--- src/rtl/muldiv_unit.sv ---
// Iterative RV32M multiply/divide unit: shift-add multiply, restoring divide,
// one bit per cycle, with single-cycle handling of divide special cases.
module muldiv_unit #(
   parameter int unsigned XLEN = 32
) (
   input  logic            clk,
   input  logic            rst_n,
   input  logic            start,
   input  logic            kill,
   input  logic [2:0]      funct3,
   input  logic [XLEN-1:0] rs1_data,
   input  logic [XLEN-1:0] rs2_data,
   input  logic [4:0]      rd_in,
   output logic            busy,
   output logic            done,
   output logic [XLEN-1:0] result,
   output logic [4:0]      rd_out,
   output logic            reg_wr_en
);

   localparam int unsigned CW = $clog2(XLEN);

   typedef enum logic [1:0] {IDLE, CALC, DONE} state_t;

   state_t          state;
   logic [2:0]      op;
   logic            neg_q;
   logic            neg_r;
   logic [XLEN-1:0] opnd;
   logic [2*XLEN-1:0] prod;
   logic [CW-1:0]   cnt;
   logic [XLEN-1:0] res;

   logic            a_signed, b_signed, a_neg, b_neg, is_div, special;
   logic [XLEN-1:0] abs_a, abs_b, special_res;
   logic [XLEN:0]   mul_sum, div_shift, div_diff;
   logic            div_ge;
   logic [2*XLEN-1:0] mul_next, div_next, next_prod, mul_p;
   logic [XLEN-1:0] quo, rem, final_res;

   // Operand conditioning and special-case detection for the accept edge
   always_comb begin
      is_div   = funct3[2];
      a_signed = (funct3 != 3'b011) && (funct3 != 3'b101) && (funct3 != 3'b111);
      b_signed = (funct3 == 3'b000) || (funct3 == 3'b001) ||
                 (funct3 == 3'b100) || (funct3 == 3'b110);
      a_neg    = a_signed && rs1_data[XLEN-1];
      b_neg    = b_signed && rs2_data[XLEN-1];
      abs_a    = a_neg ? -rs1_data : rs1_data;
      abs_b    = b_neg ? -rs2_data : rs2_data;
      special     = 1'b0;
      special_res = '0;
      if (is_div && (rs2_data == '0)) begin
         special     = 1'b1;
         special_res = funct3[1] ? rs1_data : '1;
      end else if (is_div && !funct3[0] && (rs2_data == '1) &&
                   (rs1_data == {1'b1, {(XLEN-1){1'b0}}})) begin
         special     = 1'b1;
         special_res = funct3[1] ? '0 : rs1_data;
      end
   end

   // One iteration of either algorithm plus final sign fix-up of the result.
   // prod holds {partial, multiplier} when multiplying and {remainder, quotient}
   // when dividing, so a single register shifts in both directions.
   always_comb begin
      mul_sum   = {1'b0, prod[2*XLEN-1:XLEN]} + (prod[0] ? {1'b0, opnd} : '0);
      mul_next  = {mul_sum, prod[XLEN-1:1]};
      div_shift = {prod[2*XLEN-1:XLEN], prod[XLEN-1]};
      div_ge    = div_shift >= {1'b0, opnd};
      div_diff  = div_shift - {1'b0, opnd};
      div_next  = {(div_ge ? div_diff[XLEN-1:0] : div_shift[XLEN-1:0]),
                   prod[XLEN-2:0], div_ge};
      next_prod = op[2] ? div_next : mul_next;
      mul_p     = neg_q ? -next_prod : next_prod;
      quo       = next_prod[XLEN-1:0];
      rem       = next_prod[2*XLEN-1:XLEN];
      if (!op[2])
         final_res = (op[1:0] == 2'b00) ? mul_p[XLEN-1:0] : mul_p[2*XLEN-1:XLEN];
      else if (!op[1])
         final_res = neg_q ? -quo : quo;
      else
         final_res = neg_r ? -rem : rem;
   end

   // Control FSM and datapath registers
   always_ff @(posedge clk or negedge rst_n) begin
      if (!rst_n) begin
         state  <= IDLE;
         op     <= '0;
         neg_q  <= 1'b0;
         neg_r  <= 1'b0;
         opnd   <= '0;
         prod   <= '0;
         cnt    <= '0;
         res    <= '0;
         rd_out <= '0;
      end else begin
         case (state)
            IDLE: begin
               if (start && !kill) begin
                  op     <= funct3;
                  rd_out <= rd_in;
                  neg_q  <= a_neg ^ b_neg;
                  neg_r  <= a_neg;
                  cnt    <= '0;
                  if (special) begin
                     res   <= special_res;
                     state <= DONE;
                  end else begin
                     state <= CALC;
                     if (is_div) begin
                        prod <= {{XLEN{1'b0}}, abs_a};
                        opnd <= abs_b;
                     end else begin
                        prod <= {{XLEN{1'b0}}, abs_b};
                        opnd <= abs_a;
                     end
                  end
               end
            end
            CALC: begin
               if (kill) begin
                  state <= IDLE;
               end else begin
                  prod <= next_prod;
                  cnt  <= cnt + 1'b1;
                  if (cnt == CW'(XLEN-1)) begin
                     res   <= final_res;
                     state <= DONE;
                  end
               end
            end
            default: state <= IDLE;
         endcase
      end
   end

   // Output decode; kill gates the result pulse in the same cycle
   always_comb begin
      busy      = (state != IDLE);
      done      = (state == DONE) && !kill;
      result    = done ? res : '0;
      reg_wr_en = done && (rd_out != '0);
   end

endmodule
--- config.mk ---
export PLATFORM = sky130hd
export DESIGN_NAME = muldiv_unit
export DESIGN_NICKNAME = d
export VERILOG_FILES = /design/src/rtl/muldiv_unit.sv
export SDC_FILE = /design/constraint.sdc
export NUM_CORES = 1
export LEC_CHECK = 0
export CELL_PAD_IN_SITES_DETAIL_PLACEMENT = 0
export CELL_PAD_IN_SITES_GLOBAL_PLACEMENT = 1
export CORE_ASPECT_RATIO = 0.75
export CORE_MARGIN = 5
export CORE_UTILIZATION = 45
export CTS_CLUSTER_DIAMETER = 120
export DETAILED_ROUTE_END_ITERATION = 12
export GPL_TIMING_DRIVEN = 1
export PLACE_DENSITY_LB_ADDON = 0.3
export SLEW_MARGIN = 20
export SYNTH_ARGS = -nofsm -noshare
export SYNTH_HDL_FRONTEND = slang
export SYNTH_SLANG_ARGS = --single-unit
--- constraint.sdc ---
create_clock -name clk -period 11.87 [get_ports clk]
set_input_delay 2.9675 -clock clk [delete_from_list [all_inputs] [get_ports clk]]
set_output_delay 2.9675 -clock clk [all_outputs]
set_load 0.03 [all_outputs]
; Word level (Yosys, flattened, before mapping)
; Cells that the tools add are included.
[word_totals]
elab_cells = 103
output_inout_bits = 40
regBits = 145
input_bits = 76
[op_classes]
n_reduce_logical = 29
bitwise_logic = 2
n_eq_ne = 17
n_addsub = 8
magnitude_cmp = 1
n_mux = 37
[ops]
columns = op, count
row1 = 32-bit two-way mux, 20
row2 = 64-bit two-way mux, 5
row3 = 32-bit negation, 4
row4 = 64-bit case mux with 2 select lines, 1
row5 = "32-bit == test, second input constant", 2
row6 = 64-bit negation, 1
row7 = 32-bit case mux with 2 select lines, 1
row8 = 32-bit by 32-bit adder with 33-bit output, 1
row9 = 33-bit by 32-bit greater-or-equal comparator with 1-bit output, 1
row10 = 32-bit zero test, 1
row11 = 32-bit subtractor, 1
row12 = 1-bit logical AND, 11
row13 = 5-bit two-way mux, 2
row14 = "2-bit inequality test, second input constant", 5
row15 = 5-bit case mux with 2 select lines, 1
row16 = "3-bit inequality test, second input constant", 3
row17 = 2-bit two-way mux, 4
row18 = "3-bit == test, second input constant", 2
row19 = 3-bit AND reduction, 2
row20 = "5-bit by 1-bit adder with 5-bit output, second input constant", 1
row21 = "5-bit == test, second input constant", 1
row22 = 5-bit AND reduction, 1
row23 = 5-bit nonzero test, 1
row24 = 2-bit zero test, 2
row25 = 14 further kinds, 20

; Longest topological paths before layout
; Gate-level depths: netlist of run 1.
[depth]
depth_word = 10
mapped_depth = 24
depth_no_buf = 20

; Least setup slack after synthesis of run 1
; No wires, ideal clock.
[synth_timing]
kind = input to output
startpoint = input kill
endpoint = output result[23]
path_buffers = 1
t_required_ps = 8903
path_slack_ps = 4715
cell_stages = 3
t_arrival_ps = 4187
cell_sequence = nor3b_1 clkbuf_1 and2_1
[synth_via]
elab_chain_len = 3
[synth_lines]
columns = element, line
row1 = from (decl), 9  ; input logic kill,
row2 = 1-bit zero test, 142  ; done = (state == DONE) && !kill;
row3 = 1-bit logical AND, 142
row4 = named net done, 15  ; output logic done,
row5 = 32-bit two-way mux, 143  ; result = done ? res : '0;
row6 = to (decl), 16  ; output logic [XLEN-1:0] result,
; The timed path passes the listed nets, and every way through them passes these cells.

; Final worst setup path of run 1
[layout_timing]
startpoint = input kill
endpoint = output result[6]
[layout_via]
elab_chain_len = 3
[layout_lines]
columns = element, line
row1 = 1-bit zero test, 142
row2 = 1-bit logical AND, 142
row3 = 32-bit two-way mux, 143
; Every way passes these cells.

==> results.sh, run 1 <==
export IMPL_outcome="complete, no violations"
export IMPL_synth_cell_types=97
export IMPL_rrSetupSlack_ps=5180
export IMPL_wl_per_cell_um=25.4
export IMPL_grt_antenna_before_repair=2
export IMPL_crit_top_cell="clkdlybuf4s50_1"
export IMPL_yosysTopAreaCellShare_pct=21.4
export IMPL_pwr_share_seq_pct=17.4
export IMPL_vias=18700
export IMPL_synth_seq_area_share_pct=21.4
export IMPL_syn_nets=2488
export IMPL_track_usage_pct=34.0
export IMPL_grt_max_degree=115
export IMPL_rsz0062_at_grt="no"
export IMPL_max_freq_mhz=122
export IMPL_design_core_area_um2=37200
export IMPL_dp_hpwl_um=57100
export IMPL_netlist_instances=2339
export IMPL_die_x_um=234
export IMPL_power_switching_uw=2580
export IMPL_required_ps=8900
export IMPL_crit_slowest_cell="clkdlybuf4s50_1"
export IMPL_crit_path_start="kill"
export IMPL_ctsHoldBuffers=0
export IMPL_synth_most_common_cell="nand2_1"
export IMPL_clock_sinks=145
export IMPL_setup_viol=0
export IMPL_nNetsFinal=2500
export IMPL_cts_buffers=17
export IMPL_die_h_um=178
export IMPL_crit_end="result[6]"
export IMPL_hold_path_class="flip-flop to flip-flop"
export IMPL_clockBufferDepth=2
export IMPL_root_buffer="clkbuf_16"
export IMPL_arrival_ps=5200
export IMPL_timing_rr_start="prod[34]$_DFFE_PN0P_"
export IMPL_power_density_nw_per_um2=240
export IMPL_pin_count=116
export IMPL_internal_power_uw=1980
export IMPL_synth_top_cells_by_area="dfrtp_1 21%, o21ai_0 6.7%, nand2_1 6.2%"
export IMPL_crit_type="input port to primary output"
export IMPL_grt_pass1_wl_um=108000
export IMPL_h_tree_depth=4
export IMPL_yosysWarnings=0
export IMPL_relSlewSlack_pct=24.1
export IMPL_fill_cells=3737
export IMPL_clock_power_share_pct=12.6
export IMPL_finClkSkew_ps=9.48
export IMPL_sw_frac_of_total_pct=56.6
export IMPL_vias_per_cell=6.52
export IMPL_slew_violations=0
export IMPL_period_share_pct=68.8
export IMPL_place_gp_congestion=0.974
export IMPL_area_growth_pct=12.1
export IMPL_finalCriticalPeriod_ps=8170
export IMPL_synth_common_cells="280 x nand2_1, 228 x o21ai_0, 210 x nor2_1"
export IMPL_power_share_combinational_pct=70.0
export IMPL_portBuffers=115
export IMPL_grt_overflow=0
export IMPL_synth_area_leader_cell="dfrtp_1"
export IMPL_syn_cell_area_um2=17000
export IMPL_grt_pass1_vias=17000
export IMPL_hold_viol=0
export IMPL_post_cts_resized=0
export IMPL_cts_tree="yes"
export IMPL_yosys_most_used_dff="dfrtp_1"
export IMPL_cp_end_kind="primary output"
export IMPL_drt_iter0_drc=2459
export IMPL_drc_errors=0
export IMPL_wl_um=72900
export IMPL_dieArea_um2=41700
export IMPL_start_util_pct=45.7
export IMPL_critPathMaxStageDelay_ps=670
export IMPL_layout_drive_gt1_share_pct=5.96
export IMPL_synth_edff_count=0
export IMPL_timing_rr_end="res[22]$_DFFE_PN0P_"
export IMPL_row_count=61
export IMPL_utilization_pct=51.2
export IMPL_maxCapViolCount=0
export IMPL_path_cells="clkdlybuf4s50_1 -> nor3b_2 -> buf_4 -> and2_1 -> clkdlybuf4s50_1"
export IMPL_totalNegativeSetupSlack_ps=0
export IMPL_postCtsSetupBuffers=0
export IMPL_async_reset_ff_share_pct=100
export IMPL_irDropWorstVdd_uv=136
export IMPL_ys_seq_elements=145
export IMPL_worst_pin_slew_ps=1130
export IMPL_syn_avg_cell_area_um2=7.26
export IMPL_worst_skew_pair_late_latency_ps=460
export IMPL_clk_pin_slew_ps=70
export IMPL_cp_max_fo=24
export IMPL_ant_nets=0
export IMPL_cp_start_kind="input port"
export IMPL_power_leakage_uw=0.00763
export IMPL_drt_pre_antenna_iters=7
export IMPL_reg2regPathDepth=18
[sequential cells by signal (all words and copies together) (netlist names)]
register,cells
neg_q,1
opnd,32
cnt,5
op,3
prod,64
rd_out,5
neg_r,1
state,2
res,32
[cell families (layout without fill, tap and decap cells)]
logic type / Yosys count / after routing / share of synthesized area (%)
and+or+nand+nor: 880 / 880 / 25.2
xor gates and xnor gates: 164 / 164 / 8.46
other: 0 / 1 / 0
DFF: 145 / 145 / 21.4
muxes: 70 / 70 / 4.29
AOI/OAI and AO/OA: 790 / 790 / 30.2
adders and majority gates: 73 / 73 / 5.47
buffers and inverters: 217 / 242 / 5.06
[through the flow]
step | cells | setup slack, ps | hold slack [ps] | power (µW) | area, µm²
floorplan | 2339 | 4720 | 441 | 2910 | 17000
global placement | 2836 | 3820 | 492 | 3850 | 18400
detailed placement | 2836 | 3680 | 497 | 3870 | 18400
CTS | 2868 | 3670 | 513 | 4460 | 19000
global route | 2868 | 3530 | 537 | 4830 | 19000
finish | 2869 | 3700 | 512 | 4570 | 19000
[final cells by class]
class	count	area [µm²]	share of cell area [%]
Antenna cell	1	2.50	0.0132
Clock buffer	21	480	2.53
Clock inverter	11	120	0.631
Inverter	67	251	1.32
Multi-Input combinational cell	1977	12500	65.9
Sequential cell	145	3630	19.1
Tap cell	504	631	3.32
Timing Repair Buffer	143	1370	7.22
[layout by cell type (no fill, tap or decap), types with 10 or more instances in the layout]
cell type and count:
nand2_1 279, o21ai_0 228, nor2_1 210, a21oi_1 202, dfrtp_1 144, clkdlybuf4s50_1 113, xnor2_1 99, and2_1 77
ha_1 71, nor3_1 67, inv_1 66, xor2_1 65, mux2i_1 48, nand3_1 47, nand4_1 43, a211oi_1 33
o31ai_1 33, a31oi_1 32, o211ai_1 31, buf_4 28, a21o_1 27, o21a_1 26, nor4_1 22, mux2_2 21
nand2b_1 18, clkbuf_16 17, and3_1 14, a22o_1 14, nor2b_1 13, o41ai_1 13, a221oi_1 13, or2_2 11
a211o_1 10, nor3b_1 10
[power groups by stage]
stage | Combinational [µW] | Sequential (µW) | Clock, µW
after CTS | 3090 | 789 | 575
after global placement | 3050 | 794 | 0
after global routing | 3430 | 808 | 595
after floorplan | 2190 | 716 | 0
after detailed placement | 3070 | 798 | 0
final | 3200 | 796 | 575
[how the worst min path moves through the flow]
stage                                    start              endpoint  slack [ps]  cells after the start
after floorplan             res[7]$_DFFE_PN0P_    res[7]$_DFFE_PN0P_         440                      2
after global routing       res[31]$_DFFE_PN0P_   res[31]$_DFFE_PN0P_         540                      2
final                      res[31]$_DFFE_PN0P_   res[31]$_DFFE_PN0P_         510                      2
after detailed placement    cnt[4]$_DFFE_PN0P_    cnt[4]$_DFFE_PN0P_         500                      1
after CTS                  res[31]$_DFFE_PN0P_   res[31]$_DFFE_PN0P_         510                      2
after global placement    prod[29]$_DFFE_PN0P_  prod[29]$_DFFE_PN0P_         490                      2
[per-layer routing]
metal / up-vias / track usage, % / wire length, µm
met5: - / 2.76 / 95
met2: 994 / 47.7 / 29700
li1: 8602 / - / -
met4: 4 / 9.00 / 2130
met3: 129 / 10.6 / 8290
met1: 8973 / 49.9 / 32700
[worst max-delay path, delay by kind of cell]
kind	cells	cell delay (ps)
buffers and inverters	3	1500
and+or+nand+nor	2	720
(Power assumes the default switching activity.)
==> inputs of run 2 (changes only) <==
- clock period: 11.87 -> 7.85 ns (I/O delays scaled with it)
==> results.sh, run 2 (synthesized netlist as in run 1, its figures left out) <==
export IMPL_portBuffers=115
export IMPL_grt_overflow=0
export IMPL_totalNegativeSetupSlack_ps=0
export IMPL_required_ps=8180
export IMPL_power_density_nw_per_um2=366
export IMPL_layout_common_cells="279 x nand2_1, 228 x o21ai_0, 210 x nor2_1"
export IMPL_timing_rr_start="prod[37]$_DFFE_PN0P_"
export IMPL_start_util_pct=45.7
export IMPL_cp_start_kind="flip-flop"
export IMPL_irDropWorstVdd_uv=162
export IMPL_finalCriticalPeriod_ps=6390
export IMPL_root_buffer="clkbuf_16"
export IMPL_cp_max_fo=11
export IMPL_sw_frac_of_total_pct=57.6
export IMPL_worst_pin_slew_ps=1030
export IMPL_place_gp_congestion=1.03
export IMPL_reg_top3="prod x64, opnd x32, res x32"
export IMPL_drc_errors=0
export IMPL_cts_buffers=17
export IMPL_power_share_combinational_pct=70.8
export IMPL_post_cts_resized=0
export IMPL_wl_um=73800
export IMPL_grt_pass1_vias=16800
export IMPL_design_core_area_um2=37200
export IMPL_postCtsSetupBuffers=0
export IMPL_pwr_share_seq_pct=17.4
export IMPL_rsz0062_at_grt="no"
export IMPL_clock_power_share_pct=11.8
export IMPL_largest_register_ffs=64
export IMPL_dieArea_um2=41700
export IMPL_relSlewSlack_pct=31.2
export IMPL_ctsHoldBuffers=0
export IMPL_nNetsFinal=2512
export IMPL_row_count=61
export IMPL_stdcell_area_um2=19100
export IMPL_arrival_ps=6720
export IMPL_finClkSkew_ps=15.8
export IMPL_grt_max_degree=97
export IMPL_utilization_pct=51.3
export IMPL_die_h_um=178
export IMPL_area_growth_pct=12.4
export IMPL_drt_pre_antenna_iters=8
export IMPL_ant_nets=0
export IMPL_setup_viol=0
export IMPL_final_common_cell="nand2_1"
export IMPL_clockBufferDepth=2
export IMPL_vias=18900
export IMPL_grt_pass1_wl_um=109000
export IMPL_slew_violations=0
export IMPL_cts_tree="yes"
export IMPL_outcome="complete, no violations"
export IMPL_maxCapViolCount=0
export IMPL_power_leakage_uw=0.00767
export IMPL_track_usage_pct=34.2
export IMPL_diodes=0
export IMPL_die_x_um=234
export IMPL_dpl_cell_area_um2=18500
export IMPL_hold_viol=0
export IMPL_grt_antenna_before_repair=1
export IMPL_worst_skew_pair_late_latency_ps=460
export IMPL_max_freq_mhz=157
export IMPL_crit_type="flip-flop to flip-flop"
export IMPL_wl_per_cell_um=25.6
export IMPL_hold_start="cnt[4]$_DFFE_PN0P_"
export IMPL_power_switching_uw=4020
export IMPL_crit_path_start="prod[37]$_DFFE_PN0P_"
export IMPL_drt_iter0_drc=2768
export IMPL_pin_count=116
export IMPL_vias_per_cell=6.57
export IMPL_largest_register="prod"
export IMPL_cp_end_kind="flip-flop"
export IMPL_layout_drive_gt1_share_pct=6.40
export IMPL_hold_path_class="flip-flop to flip-flop"
export IMPL_internal_power_uw=2960
export IMPL_clk_pin_slew_ps=70
export IMPL_clock_sinks=145
export IMPL_dp_hpwl_um=58800
export IMPL_h_tree_depth=4
export IMPL_period_share_pct=81.4
run 2: changes by cell type in the layout (fill, tap and decap cells not counted):
cell        delta
nor4_1         +1
clkbuf_8       -2
clkinv_4       -1
buf_4         +12
inv_6          +3
clkinvlp_4     +1
bufinv_16      -1
nor4_2         -1
diode_2        -1
run 2: final timing paths:
kind / depth (start not counted) / slack [ps] / end
setup / recovery: 19 / 1460 / res[30]$_DFFE_PN0P_
hold / removal: 1 / 520 / cnt[4]$_DFFE_PN0P_
hold reg to reg: 1 / 520 / cnt[4]$_DFFE_PN0P_
min in group asynchronous: 1 / 1500 / prod[59]$_DFFE_PN0P_
max in group asynchronous: 2 / 4820 / op[2]$_DFFE_PN0P_
setup reg to reg: 19 / 1460 / res[30]$_DFFE_PN0P_
run 2: layout make-up:
| cell class | count | area (µm²) |
|---|---|---|
| multi-input cells | 1977 | 12500 |
| repair buffers | 155 | 1460 |
| inverters | 67 | 251 |
| clock buffers | 19 | 453 |
| fillers | 3713 | 18100 |
| flip-flops and latches | 145 | 3630 |
| well taps | 504 | 631 |
| clock inverters | 13 | 115 |
run 2: worst max-delay path: stages, from the launching register on:
cell and delay [ps]:
dfrtp_1 460, ha_1 470, nand4_1 340, nor4_1 820, a41oi_1 290, o21a_1 400
o211ai_1 210, o211ai_1 160, and2_1 250, inv_1 90, ha_1 140, inv_1 60
a21oi_1 110, o211a_1 210, nand4b_1 250, nand3b_1 630, nor4_2 740, a31oi_1 190
xor2_1 180, o31a_1 240
run 2: stage by stage:
stage	setup WS, ps	instances	power [µW]	hold slack [ps]
4_1_cts	1700	2880	6780	509
2_1_floorplan	2710	2339	4400	441
3_5_place_dp	1330	2848	5940	492
5_1_grt	1270	2880	7320	539
6_report	1460	2880	6990	516
3_3_place_gp	1400	2848	5900	493
run 2: layer usage:
metal | global-route usage (%) | vias up | part of all wire, %
met3 | 9.33 | 110 | 11
met2 | 47.8 | 1111 | 40
met5 | 0 | - | 0.0095
met4 | 7.14 | 2 | 2.2
met1 | 52.2 | 9067 | 46
li1 | - | 8644 | -
run 2: power groups by stage:
stage          clock network, µW  registers (µW)  logic, µW
4_1_cts                      830            1200       4750
6_report                     826            1210       4950
3_5_place_dp                   0            1210       4730
3_3_place_gp                   0            1210       4690
2_1_floorplan                  0            1080       3320
5_1_grt                      857            1230       5240
==> patch 1: new RTL, config.mk and constraints of run 2 <==
Encoding of `state_t`: now one-hot (3 bits for 3 states).
--- a/src/rtl/muldiv_unit.sv
+++ b/src/rtl/muldiv_unit.sv
@@ -21,5 +21,5 @@
    localparam int unsigned CW = $clog2(XLEN);
 
-   typedef enum logic [1:0] {IDLE, CALC, DONE} state_t;
+   typedef enum logic [2:0] {IDLE = 3'b001, CALC = 3'b010, DONE = 3'b100} state_t;
 
    state_t          state;
Formal check against the unedited RTL: no difference found for any inputs over 4 cycles, from zero or initial values and one cycle with rst_n low; so few cycles prove little.
==> patch 1 against run 2 <==
Wire length shrank 4.9%. Sequential power rose by 9%. Utilization decreased by 0.63 points. Total power decreased by 21%. Synthesized area fell by 2.1%. Die area decreased by 2.0%. Setup slack worse by 0.55 ns. Worst hold slack worse by 0.023 ns. Via count shrank 2.9%. Combinational power down 32%. Sequential cell count rose by 1. Final area shrank 2.3%. Largest cell class unchanged. Largest power group unchanged. Highest routed layer is now met4.
==> patch 1: results <==
{
  "wl_met1_um": 32300,
  "synth_cell_type_count": 90,
  "synth_warnings": 0,
  "wl_met3_um": 7220,
  "yosys.area_share.xor_xnor": 0.0828,
  "grt_start_max_net_pins": 106,
  "worst_pin_slew_ns": 1.10,
  "via_per_inst": 6.53,
  "grt_usage": 0.332,
  "yosysSeqAreaShare": 0.220,
  "synth_top_cell_area_share": 0.218,
  "synth_nets": 2424,
  "globalplace.congestion": 0.993,
  "p_leak_nw": 7.57,
  "n_antenna_cell": 0,
  "place_area_mm2": 0.0181,
  "drive_gt1_frac": 0.0601,
  "grt_pass1_wl_um": 105000,
  "dpl.hpwl_um": 54700,
  "rrSetupSlack_ns": 0.91,
  "reg2reg_to": "res[12]",
  "firstDrtPassIters": 5,
  "ir_worst_vdd_v": 0.000174,
  "synth_mux_area_frac": 0.0488,
  "r2r_cells": 20,
  "grt_pass1_vias": 16300,
  "cts_setup_buffers": 0,
  "ys.flop_type": "dfrtp_1",
  "wl_met2_um": 28200,
  "r2r-start": "prod[34]",
  "synth_adder_area_share": 0.0559,
  "fillers": 3643,
  "routed_wl_um": 70200,
  "top_layer": "met4",
  "path_max_fanout": 17,
  "ys_top_cells_by_count": "nand2_1, o21ai_0, nor2_1",
  "hp-class": "flop to flop",
  "synth_compound_area_frac": 0.297,
  "final_nets": 2450,
  "grt_antenna_before_repair": 0,
  "synthTopCellsByArea": "dfrtp_1, o21ai_0, a21oi_1, nand2_1, ha_1",
  "outcome": "completed",
  "clock-skew-final_ns": 0.0118
}
[patch 1: cell types whose count changed after synthesis, sizes merged, moves of 12 or more]
cell	before	now
nand2	284	251
or3	11	30
o21ai	234	251
a21oi	204	189
nand4	43	31
o211ai	31	19
xnor2	99	87
[patch 1: critical path, stage by stage, from the launching register on]
cell and delay [ns]:
dfrtp_1 0.42, ha_1 0.41, a21o_1 0.23, a21oi_1 0.38, a211oi_2 0.28, o211a_1 0.47, nor2_2 0.14, buf_4 0.30
nand2_1 0.27, o21ai_0 0.23, ha_1 0.23, o211ai_1 0.11, or2_2 0.33, nor3b_1 0.64, nand3_1 0.28, or3_1 0.45
or2_2 0.49, o41ai_1 0.42, xor2_1 0.29, nor2_1 0.12, o41ai_1 0.32
[patch 1: logic make-up after synthesis]
family                   count (synthesis)
AND/OR/NAND/NOR                        835
AO/OA/AOI/OAI                          774
buffers and inverters                  212
XOR/XNOR                               157
flip-flops                             146
multiplexers                            78
adder cells (fa/ha/maj)                 73
[patch 1: worst min path at each step]
stage          startpoint        to  slack (ns)  cells past startpoint
2_1_floorplan     res[12]   res[12]        0.43                      2
3_3_place_gp      res[12]   res[12]        0.46                      2
3_5_place_dp      res[12]   res[12]        0.48                      2
4_1_cts           res[12]   res[12]        0.49                      2
5_1_grt          opnd[14]  opnd[14]        0.52                      2
6_report          res[12]   res[12]        0.49                      2
[patch 1: through the flow]
| stage | std cells | setup WS [ns] |
|---|---|---|
| finish | 2818 | 0.912 |
| global route | 2818 | 0.563 |
| CTS | 2818 | 1.12 |
| detailed placement | 2786 | 1.10 |
| global placement | 2786 | 1.22 |
| floorplan | 2275 | 2.12 |
[patch 1: area by class of cell]
type                            instances  area [µm²]  share of cell area
Tap cell                              504         631              0.0338
Clock inverter                         13         111             0.00597
Multi-Input combinational cell       1917       12100               0.651
Inverter                               76         285              0.0153
Sequential cell                       146        3660               0.196
Timing Repair Buffer                  143        1380              0.0738
Clock buffer                           19         443              0.0238
[patch 1: power breakdown]
group          switching (W)  internal, W  leakage [nW]
registers           0.000326     0.000999          1.85
clock network       0.000368     0.000443         0.265
logic                0.00220      0.00118          5.45
total                0.00289      0.00262          7.57
[patch 1: routing by layer]
layer  GRT usage  vias up
met4       0.106        0
met3      0.0659      127
met2       0.454      978
met5           0        -
met1       0.516     8893
li1            -     8393
==> patch 2: new RTL, settings of run 2 <==
Without the edit above. The parameter `XLEN` goes from 32 to 16.
--- a/src/rtl/muldiv_unit.sv
+++ b/src/rtl/muldiv_unit.sv
@@ -2,5 +2,5 @@
 // one bit per cycle, with single-cycle handling of divide special cases.
 module muldiv_unit #(
-   parameter int unsigned XLEN = 32
+   parameter int unsigned XLEN = 16
 ) (
    input  logic            clk,
Ports: changed (resized result, rs1_data and rs2_data); port bits go from 116 to 68. The function was not compared with the original's and may differ.
==> patch 2 against run 2 <==
Sequential cell count fell by 65. Register-to-register slack improved by 1.6 ns. Synthesized area fell by 49%. Worst hold slack got worse by 0.047 ns. Via count fell by 56%. Total power fell by 54%. Combinational power fell by 57%. Count of clock-buffer cells in the layout fell by 10. Final area fell by 49%. Utilization rose by 0.74 points. Wire length fell by 62%. Setup slack improved by 0.31 ns. Largest cell class unchanged.
==> patch 2: results <==
{
  "p_leak_nw": 3.98,
  "numCtsBuffers": 9,
  "place_ws_ns": 1.73,
  "final_nets": 1206,
  "vias": 8288,
  "portBuffers": 67,
  "grt_usage": 0.255,
  "grt_pass1_vias": 7621,
  "htree_levels": 3,
  "path_max_fanout": 18,
  "outcome": "completed",
  "crit_slowest_cell": "nor3b_2",
  "p_sw_frac": 0.518,
  "yosys.area_share.xor_xnor": 0.0784,
  "r2r_cells": 14,
  "synth_compound_area_frac": 0.276,
  "fin_crit_sh": 0.774,
  "r2r-start": "opnd[14]",
  "via_per_inst": 6.03,
  "yosysSeqAreaShare": 0.233,
  "synth_adder_area_share": 0.0623,
  "firstDrtPassIters": 9,
  "crit_family": "buffers and inverters",
  "critical_path.startpoint": "kill",
  "clock-skew-final_ns": 0.0126,
  "max_stage_delay_ns": 0.75,
  "ir_worst_vdd_v": 0.000148,
  "place_area_mm2": 0.00940,
  "grt_antenna_before_repair": 0,
  "grt_start_max_net_pins": 59,
  "postSynthCellCount": 1086,
  "synth_cell_type_count": 103
}
[patch 2: cell types whose count changed in the layout (fill, tap and decap cells not counted), moves of 42 or more]
| cell | run 2 | this run |
|---|---|---|
| nand2_1 | 279 | 127 |
| o21ai_0 | 228 | 91 |
| and2_1 | 77 | 35 |
| clkdlybuf4s50_1 | 113 | 65 |
| dfrtp_1 | 144 | 79 |
| a21oi_1 | 202 | 91 |
| xnor2_1 | 99 | 41 |
| nor2_1 | 210 | 82 |
[patch 2: metal layers]
metal / vias up / wire [µm] / global-route usage
met5: - / 0 / 0
met3: 33 / 2330 / 0.0527
met1: 3911 / 13600 / 0.397
li1: 4061 / - / -
met4: 0 / 432 / 0.0530
met2: 283 / 11500 / 0.362
[patch 2: final cells by class]
type	count	area, µm²	share of cell area
Clock buffer	9	225	0.0232
Clock inverter	7	60.1	0.00620
Inverter	44	165	0.0170
Multi-Input combinational cell	908	6170	0.636
Sequential cell	80	2000	0.207
Tap cell	247	309	0.0319
Timing Repair Buffer	79	761	0.0785
[patch 2: worst min path at each step]
stage	start	end	slack [ns]	cells past startpoint
after detailed placement	res[5]	res[5]	0.46	2
after global placement	res[3]	res[3]	0.46	2
after CTS	res[3]	res[3]	0.48	2
final	res[3]	res[3]	0.47	2
after global routing	res[14]	res[14]	0.50	2
after floorplan	res[2]	res[2]	0.44	2
[patch 2: worst reg2reg max path, stage by stage, from the launching register on]
cell,delay (ns)
dfrtp_1,0.52
inv_1,0.08
ha_1,0.36
a21o_1,0.22
a211oi_2,0.33
a21boi_4,0.46
a41o_2,0.35
ha_1,0.22
nand4bb_1,0.23
or2_2,0.42
or3_1,0.45
nor4_1,0.37
mux2_1,0.35
o21ai_0,0.17
a31oi_1,0.11
